**config.mk**
```make
export PLATFORM = sky130hd
export DESIGN_NAME = retry_ctrl
export DESIGN_NICKNAME = d
export VERILOG_FILES = /design/src/rtl/retry_ctrl.sv
export SDC_FILE = /design/constraint.sdc
export NUM_CORES = 1
export LEC_CHECK = 0
export ABC_CLOCK_PERIOD_IN_PS = 2000
export BUFFER_PORTS_ARGS = -buffer_cell sky130_fd_sc_hd__buf_2
export CAP_MARGIN = 20
export CORE_MARGIN = 2
export CORE_UTILIZATION = 54
export CTS_BUF_LIST = sky130_fd_sc_hd__clkbuf_2 sky130_fd_sc_hd__clkbuf_4 sky130_fd_sc_hd__clkbuf_8
export CTS_CLUSTER_DIAMETER = 80
export DETAILED_ROUTE_END_ITERATION = 7
export PLACE_DENSITY_LB_ADDON = 0.1
export SYNTH_ARGS = -nofsm -noshare
export SYNTH_HDL_FRONTEND = slang
export SYNTH_SLANG_ARGS = --single-unit
```
**constraint.sdc**
```tcl
create_clock -name clk -period 2 [get_ports clk]
set_input_delay 0.2 -clock clk [delete_from_list [all_inputs] [get_ports clk]]
set_output_delay 0.2 -clock clk [all_outputs]
set_load 0.05 [all_outputs]
```
**src/rtl/retry_ctrl.sv**
```systemverilog
// Request/retry controller: issues a request, waits for ack/nack under a cycle timeout,
// re-issues up to MAX_RETRY times. Optional exponential backoff via `RETRY_BACKOFF_EN.
module retry_ctrl #(
  parameter int TIMEOUT   = 100,
  parameter int MAX_RETRY = 3,
  localparam int CNT_W    = $clog2(MAX_RETRY + 1)
) (
  input  logic             clk,
  input  logic             rst_n,
  input  logic             start,
  input  logic             abort,
  output logic             req_valid,
  input  logic             req_ready,
  input  logic             ack,
  input  logic             nack,
  output logic             busy,
  output logic             done,
  output logic             fail,
  output logic [CNT_W-1:0] retry_cnt,
  output logic [1:0]       dbg_state
);

`ifdef RETRY_BACKOFF_EN
  localparam int MAX_LIMIT = TIMEOUT << MAX_RETRY;
`else
  localparam int MAX_LIMIT = TIMEOUT;
`endif
  localparam int TMR_W = $clog2(MAX_LIMIT);
  localparam logic [CNT_W-1:0] MAX_CNT = CNT_W'(MAX_RETRY);

  typedef enum logic [1:0] {
    IDLE  = 2'd0,
    ISSUE = 2'd1,
    WAIT  = 2'd2
  } state_t;

  state_t           r_state;
  state_t           w_next_state;
  logic             r_req_valid;
  logic             r_busy;
  logic             r_done;
  logic             r_fail;
  logic [CNT_W-1:0] r_retry_cnt;
  logic [TMR_W-1:0] r_timer;
  logic [TMR_W-1:0] w_limit_m1;
  logic             w_timeout;
  logic             w_done;
  logic             w_fail;
  logic             w_cnt_clr;
  logic             w_cnt_inc;

`ifdef RETRY_BACKOFF_EN
  logic [31:0] w_limit_full;
  assign w_limit_full = 32'(TIMEOUT) << r_retry_cnt;
  assign w_limit_m1   = TMR_W'(w_limit_full - 32'd1);
`else
  assign w_limit_m1   = TMR_W'(TIMEOUT - 1);
`endif

  assign w_timeout = (r_timer == w_limit_m1);

  // Handshake: req_valid rises on entry to ISSUE and stays high until the cycle in
  // which req_ready is also high; that edge transfers the request and leaves ISSUE.
  always_comb begin
    w_next_state = r_state;
    w_done       = 1'b0;
    w_fail       = 1'b0;
    w_cnt_clr    = 1'b0;
    w_cnt_inc    = 1'b0;
    if (abort) begin
      w_next_state = IDLE;
    end else begin
      case (r_state)
        IDLE: begin
          if (start) begin
            w_next_state = ISSUE;
            w_cnt_clr    = 1'b1;
          end
        end
        ISSUE: begin
          if (r_req_valid && req_ready) w_next_state = WAIT;
        end
        WAIT: begin
          if (ack) begin
            w_next_state = IDLE;
            w_done       = 1'b1;
          end else if (nack || w_timeout) begin
            if (r_retry_cnt == MAX_CNT) begin
              w_next_state = IDLE;
              w_fail       = 1'b1;
            end else begin
              w_next_state = ISSUE;
              w_cnt_inc    = 1'b1;
            end
          end
        end
        default: w_next_state = IDLE;
      endcase
    end
  end

  always_ff @(posedge clk or negedge rst_n) begin
    if (!rst_n) begin
      r_state     <= IDLE;
      r_req_valid <= 1'b0;
      r_busy      <= 1'b0;
      r_done      <= 1'b0;
      r_fail      <= 1'b0;
      r_retry_cnt <= '0;
      r_timer     <= '0;
    end else begin
      r_state     <= w_next_state;
      r_req_valid <= (w_next_state == ISSUE);
      r_busy      <= (w_next_state != IDLE);
      r_done      <= w_done;
      r_fail      <= w_fail;
      if (w_cnt_clr) r_retry_cnt <= '0;
      else if (w_cnt_inc) r_retry_cnt <= r_retry_cnt + CNT_W'(1);
      // Timer only runs while staying in WAIT and saturates at the current limit.
      if (r_state == WAIT && w_next_state == WAIT) begin
        if (!w_timeout) r_timer <= r_timer + TMR_W'(1);
      end else begin
        r_timer <= '0;
      end
    end
  end

  assign req_valid = r_req_valid;
  assign busy      = r_busy;
  assign done      = r_done;
  assign fail      = r_fail;
  assign retry_cnt = r_retry_cnt;
  assign dbg_state = r_state;

endmodule

```
# == Word level (Yosys, flattened, before mapping) ==
# Cells that the tools add are included.
# word_totals
regBits,15
latchBits,0
ram_bits,0
mem_bits_ro,0
input_bits,7
output_inout_bits,8
elab_cells,49
mem_count,0
# classes
n_addsub,2
n_mul,0
div_mod_pow,0
n_lt_le_gt_ge,0
n_eq_ne,7
shifts,0
n_mux,27
bitwise_logic,0
reduce_logical,6
# op_table
cell,n
1-bit 2-to-1 mux,17
2-bit 2-to-1 mux,7
7-bit 2-to-1 mux,2
"7-bit by 1-bit adder with 7-bit output, second input constant",1
"7-bit == test, second input constant",1
"2-bit == test, second input constant",3
2-bit one-hot mux with 3 select lines,1
"2-bit by 1-bit == test with 1-bit output, second input constant",2
2-bit nonzero test,2
"2-bit by 1-bit adder with 2-bit output, second input constant",1
1-bit logical AND,2
2-bit logical NOT,1
"2-bit inequality test, second input constant",1
1-bit logical OR,1

# == Longest topological paths before layout ==
# Gate-level depths: netlist of run 1.
# logic_depth
word_depth,9
depth_mapped,5
mapped_depth_nobuf,5

# == Least setup slack after synthesis of run 1 ==
# OpenSTA, ideal clock, no wires.
# synth_path
path_kind,register -> register
startpoint,"register r_state[1], in the netlist dbg_state[1]"
endpoint,"register r_retry_cnt[0], in the netlist retry_cnt[0]"
setup_ps,149
arrival_ps,1626
required_ps,1851
slack_ps,224
stages_incl_launch_ff,5
n_path_buf,1
period_less_slack_ps,1776
path_cell_list,dfrtp_1 > clkbuf_2 > a21o_1 > or4_4 > mux2i_1
# synth_between
elab_chain_len,4
elab_cells_between_ends,8
cone_classes,eq/ne: 1; mux: 5; reduce/logical: 2
# synth_rtl
element,line,text
"start, declared",37,state_t r_state;
"start signal, assigned",112,r_state <= w_next_state;
2-bit == test / 2-bit logical NOT (equally long branches),73,case (r_state)
1-bit 2-to-1 mux,73,
1-bit 2-to-1 mux,70,if (abort) begin
2-bit nonzero test (no line) / 2-bit 2-to-1 mux (equally long branches),--,
"end signal, assigned",118,else if (w_cnt_inc) r_retry_cnt <= r_retry_cnt + CNT_W'(1);
"end, declared",43,logic [CNT_W-1:0] r_retry_cnt;
# Several ways; a longest one is shown, not always the timed one.
# A chain may end at the register's enable or synchronous reset.

# == Final worst setup path of run 1 ==
# layout_path
startpoint,register r_timer[0]
endpoint,"register r_retry_cnt[0], in the netlist retry_cnt[0]"
# layout_between
elab_chain_len,7
# layout_rtl
element,line,text
"start, declared",44,logic [TMR_W-1:0] r_timer;
"start signal, assigned",121,if (!w_timeout) r_timer <= r_timer + TMR_W'(1);
7-bit == test,60,assign w_timeout = (r_timer == w_limit_m1);
1-bit logical OR,87,end else if (nack || w_timeout) begin
1-bit 2-to-1 mux,87,
1-bit 2-to-1 mux,84,if (ack) begin
1-bit 2-to-1 mux,73,
1-bit 2-to-1 mux,70,
2-bit nonzero test (no line),--,
# No other way between the ends.

==> qor.yml, run 1 <==
status:
  status: "finished, final reports clean"
grt:
  grt_pass1_vias: 458
  track_usage_pct: 18.7
  grt_start_max_net_pins: 16
  grt_pass1_wl_mm: 1.97
  grt_overflow: 0
  antenna_found_initial: 0
run:
  maxCapViolCount: 0
finish:
  nets: 95
  n_antenna_cell: 0
  syn2layout_area_growth_pct: 17.1
  layout-drive-gt1-share_pct: 25.9
worst_setup_path:
  critical_path_class: "flip-flop to flip-flop"
  rr_startpoint: "r_timer[0]$_DFFE_PN0P_"
  end_kind: "flip-flop"
  cp-startpoint: "r_timer[0]$_DFFE_PN0P_"
  worst-r2r-cell-count: 4
  crit_fanout: 5
  cp.arrival_ns: 1.73
  cp.required_ns: 2.16
  r2r_slack_ns: 0.42
  start_kind: "flip-flop"
route:
  first_iter_violations: 8
  dr_total_vias: 538
  drt-wirelength-per-cell_um: 12.0
  drt-total-wl_mm: 1.20
  ant_nets: 0
  first_pass_iters: 4
  via_per_inst: 5.38
  remaining_drc_errors: 0
yosys:
  yosysTopAreaCell: "dfrtp_1"
  synthDistinctLibCells: 23
  postSynthCellCount: 67
  synth.area.top_cells: "dfrtp_1, nor2_1, nand3_1"
  synth_fp_nets: 76
  synth_seq_cells: 15
  netlist_area_um2: 711
  seq_area_frac_synth_pct: 52.8
  avgSynthCellArea_um2: 10.6
  yosys.area.top_type_share_pct: 52.8
  ys_warn_count: 0
min_path:
  min_path_type: "input pin to flip-flop"
  whs_path_depth: 2
  hold_start: "abort"
clocking:
  cts_buffer_depth: 2
  clkTransAtPathRegs_ns: 0.09
  cts_resized: 0
  cts_tree: "yes"
  cts-root-buf: "clkbuf_4"
  cts_setup_buffers: 0
  clk_latency_ns: 0.27
  numCtsBuffers: 3
  cts.sinks: 15
  htree_levels: 1
placed_design:
  hpwl_um: 954
  portBuffers: 14
  gp_congestion: 0.676
sta:
  slew-limit-headroom_pct: 78.5
  fin_setup_tns_ns: 0
  fin_crit_sh_pct: 78.9
  final_hold_viol_count: 0
  rsz0062_at_grt: "no"
  skew_ns: 0.00531
  fmax_mhz: 634
  setup_viol_count_final: 0
  slew_viol_final: 0
  tightest_slew_ns: 0.323
  final.min_clock_period_ns: 1.58
floorplan:
  fp.dieH_um: 40.3
  rows: 13
  die-area_um2: 1620
  die-width_um: 40.3
  io_pins: 15
  core_um2: 1270
  start_util_pct: 56.0
power_and_ir_drop:
  p_leak_nw: 0.417
  cellPowerDensity_nw_per_um2: 653
  totalPowerFinal_mw: 0.543
  ir_worst_vdd_uv: 292
[cell usage after synthesis]
cell and n:
dfrtp_1 15, nor2_1 10, nand2_1 6, nand3_1 6, and3_1 3, xor2_1 3
a21oi_1 2, ha_1 2, inv_1 2, mux2i_1 2, nor2b_1 2, o21ai_0 2
xnor2_1 2, a21o_1 1, a41oi_4 1, clkbuf_2 1, nand4_1 1, nor2_2 1
nor2b_4 1, nor3_1 1, nor4b_1 1, o22ai_1 1, or4_4 1
[where the power goes]
part	switching [mW]	internal, mW	leakage (nW)
sequential	0.00587	0.309	0.205
clock	0.0914	0.0739	0.0177
combinational	0.0444	0.0188	0.194
total	0.142	0.402	0.417
[per-layer routing]
layer | wire length [um] | track usage, % | part of all wire [%]
met1 | 541 | 23.9 | 45
met2 | 607 | 31.0 | 50
met3 | 40 | 3.33 | 3.3
met4 | 12 | 7.50 | 1.0
met5 | 0 | 0 | 0
[sequential cells by signal (all words and copies together) (netlist names)]
name       flops
req_valid      1
busy           1
r_timer        7
done           1
dbg_state      2
fail           1
retry_cnt      2
[area by class of cell]
cell class,count,area (um2)
Inverter,2,7.51
Multi-Input combinational cell,49,323
Clock inverter,1,5.00
Tap cell,15,18.8
Sequential cell,15,375
Fill cell,103,437
Clock buffer,3,22.5
Timing Repair Buffer,15,80.1
[kinds of logic after synthesis]
group / count (synthesis) / synth area share [%]
adders and majority gates: 2 / 3.52
AOI/OAI and AO/OA: 7 / 8.63
buffers and inverters: 3 / 1.76
DFF: 15 / 52.8
xor gates and xnor gates: 5 / 6.16
muxes: 2 / 2.82
and+or+nand+nor: 33 / 24.3
[metrics by stage]
step	cells	setup slack, ns	cell area, um2	hold slack, ns	util (%)
2_1_floorplan	67	0.224	711	-0.0956	-
3_3_place_gp	95	0.488	795	0.116	62.6
3_5_place_dp	95	0.429	795	0.117	62.6
4_1_cts	100	0.411	832	0.129	65.6
5_1_grt	100	0.357	832	0.141	65.6
6_report	100	0.422	832	0.137	65.6
[timing repair]
action | CTS | global route
hold endpoints to repair | 15 | 0
hold buffers | 1 | 0
endpoints found under the setup margin | 0 | 0
[critical path, cell delays in order, from the launching register on]
cell and delay [ns]:
dfrtp_1 0.40, ha_1 0.26, a41oi_4 0.15, or4_4 0.52, mux2i_1 0.13
[worst paths after layout]
path / end
max in group asynchronous: retry_cnt[0]$_DFFE_PN0P_
max: retry_cnt[0]$_DFFE_PN0P_
max reg2reg: retry_cnt[0]$_DFFE_PN0P_
min: busy$_DFF_PN0_
min in group asynchronous: r_timer[5]$_DFFE_PN0P_
min reg2reg: r_timer[0]$_DFFE_PN0P_
[placed cells by master, fill, tap and decap left out, drive strengths merged]
cell         Yosys  final
xor2             3      3
a41oi            1      1
nor3             1      1
inv              2      2
and3             3      3
a21oi            2      2
dfrtp           15     15
o21ai            2      2
dlygate4sd3      0      1
nor4b            1      1
buf              0     14
nand4            1      1
o22ai            1      1
nor2            11     11
clkbuf           1      3
clkinv           0      1
xnor2            2      2
nand3            6      6
a21o             1      1
nor2b            3      3
nand2            6      6
or4              1      1
mux2i            2      2
ha               2      2
Power figures use the tool's default switching activity.
==> run 2, diff against run 1 <==
--- a/config.mk
+++ b/config.mk
@@ -5,7 +5,7 @@
 export SDC_FILE = /design/constraint.sdc
 export NUM_CORES = 1
 export LEC_CHECK = 0
-export ABC_CLOCK_PERIOD_IN_PS = 2000
+export ABC_CLOCK_PERIOD_IN_PS = 1500
 export BUFFER_PORTS_ARGS = -buffer_cell sky130_fd_sc_hd__buf_2
 export CAP_MARGIN = 20
 export CORE_MARGIN = 2
==> constraint.sdc (replaced) <==
create_clock -name clk -period 1.5 [get_ports clk]
set_input_delay 0.15 -clock clk [delete_from_list [all_inputs] [get_ports clk]]
set_output_delay 0.15 -clock clk [all_outputs]
set_load 0.05 [all_outputs]
==> qor.yml, run 2 (synthesis gave the netlist of run 1 again) <==
status:
  status: "finished, final reports clean"
finish:
  mostFrequentLayoutCell: "buf_2"
  post-route-util_pct: 72.3
  syn2layout_area_growth_pct: 29.0
  layout_common_cells: "buf_2, dfrtp_1, nor2_1, buf_4"
  layout-drive-gt1-share_pct: 39.4
  postLayoutCellArea_um2: 917
  nets: 104
  n_antenna_cell: 0
  largest_reg_flops: 7
  top_register: "r_timer"
floorplan:
  rows: 13
  io_pins: 15
  fp.dieH_um: 40.3
  die-width_um: 40.3
  core_um2: 1270
  start_util_pct: 56.0
  die-area_um2: 1620
sta:
  layout_setup_ws_ns: 0.0398
  final_hold_viol_count: 0
  tightest_slew_ns: 0.322
  fin_crit_sh_pct: 97.3
  fin_setup_tns_ns: 0
  setup_viol_count_final: 0
  whs_ns: 0.0758
  fmax_mhz: 685
  slew-limit-headroom_pct: 78.5
  final.min_clock_period_ns: 1.46
  slew_viol_final: 0
  skew_ns: 0.00149
placed_design:
  dp_slack_ns: 0.00632
  hpwl_mm: 1.01
  portBuffers: 14
  place_area_um2: 860
  gp_congestion: 0.717
clocking:
  clkTransAtPathRegs_ns: 0.08
  numCtsBuffers: 3
  clk_latency_ns: 0.27
  cts_buffer_depth: 2
  cts_tree: "yes"
  cts-root-buf: "clkbuf_4"
  cts.sinks: 15
  htree_levels: 1
grt:
  grt_pass1_vias: 523
  grt_start_max_net_pins: 16
  antenna_found_initial: 0
  grt_overflow: 0
  track_usage_pct: 20.2
  grt_pass1_wl_mm: 2.09
worst_setup_path:
  cp.required_ns: 1.66
  cp-startpoint: "r_timer[0]$_DFFE_PN0P_"
  end_kind: "flip-flop"
  critical_path_class: "flip-flop to flip-flop"
  cp.arrival_ns: 1.62
  start_kind: "flip-flop"
  rr_startpoint: "r_timer[0]$_DFFE_PN0P_"
  crit_fanout: 3
power_and_ir_drop:
  pwr-share-seq_pct: 55.9
  p_leak_nw: 0.453
  ir_worst_vdd_uv: 666
  intPower_mw: 0.566
  comb_power_share_pct: 12.7
  clkPwrFrac_pct: 31.4
  netSwitchingPower_mw: 0.183
  swShare_pct: 24.4
  cellPowerDensity_nw_per_um2: 816
route:
  remaining_drc_errors: 0
  first_iter_violations: 13
  ant_nets: 0
  drt-wirelength-per-cell_um: 12.2
  first_pass_iters: 4
  dr_total_vias: 558
  via_per_inst: 5.12
  drt-total-wl_mm: 1.33
min_path:
  hold_start: "abort"
  min_path_type: "input pin to flip-flop"
run:
  maxCapViolCount: 0
-- run 2: cell types whose count changed in the layout (fill, tap and decap cells not counted), sizes merged --
| cell | before | now |
|---|---|---|
| buf | 14 | 23 |
| clkbuf | 3 | 4 |
| clkinv | 1 | 0 |
-- run 2: per-stage QoR --
step,instances,power (mW)
2_1_floorplan,67,0.481
4_1_cts,109,0.756
3_3_place_gp,103,0.519
5_1_grt,109,0.785
6_report,109,0.748
3_5_place_dp,103,0.520
-- run 2: critical path, stage by stage, from the launching register on --
cell and delay (ns):
dfrtp_1 0.36, ha_2 0.23, a41oi_4 0.11, or4_4 0.51
mux2i_1 0.13
-- run 2: layer usage --
| metal | part of all wire, % | wire length [um] | GRT usage, % | up-vias |
|---|---|---|---|---|
| met3 | 3.5 | 47 | 3.33 | 4 |
| li1 | - | - | - | 281 |
| met2 | 51 | 679 | 33.9 | 12 |
| met4 | 1.4 | 19 | 10.0 | 0 |
| met1 | 44 | 578 | 25.0 | 261 |
| met5 | 0 | 0 | 0 | - |
-- run 2: area by class of cell --
class	count	area, um2
Sequential cell	15	380
Inverter	2	7.51
Timing Repair Buffer	24	148
Tap cell	15	18.8
Fill cell	102	352
Multi-Input combinational cell	49	333
Clock buffer	4	30.0
-- run 2: power groups by stage --
| stage | clock, mW | combinational, mW | sequential (mW) |
|---|---|---|---|
| after global routing | 0.263 | 0.103 | 0.420 |
| after floorplan | 0 | 0.0257 | 0.455 |
| final | 0.235 | 0.0950 | 0.419 |
| after global placement | 0 | 0.0932 | 0.426 |
| after CTS | 0.242 | 0.0954 | 0.419 |
| after detailed placement | 0 | 0.0930 | 0.427 |
-- run 2: final timing paths --
check,end,slack [ns],cells after the start
worst max-delay path,retry_cnt[0]$_DFFE_PN0P_,0.04,4
worst min-delay path,busy$_DFF_PN0_,0.08,2
worst max register to register,retry_cnt[0]$_DFFE_PN0P_,0.04,4
worst min register to register,retry_cnt[0]$_DFFE_PN0P_,0.49,1
max in group asynchronous,retry_cnt[0]$_DFFE_PN0P_,0.94,2
min in group asynchronous,r_timer[5]$_DFFE_PN0P_,0.30,2
-- run 2: what timing repair did --
action	CTS	global route
hold buffers	1	0
gates resized for setup	0	3
pin swaps	0	0
endpoints found under the hold margin	15	0
endpoints found under the setup margin	3	2
cloned	0	0
setup buffers	1	0
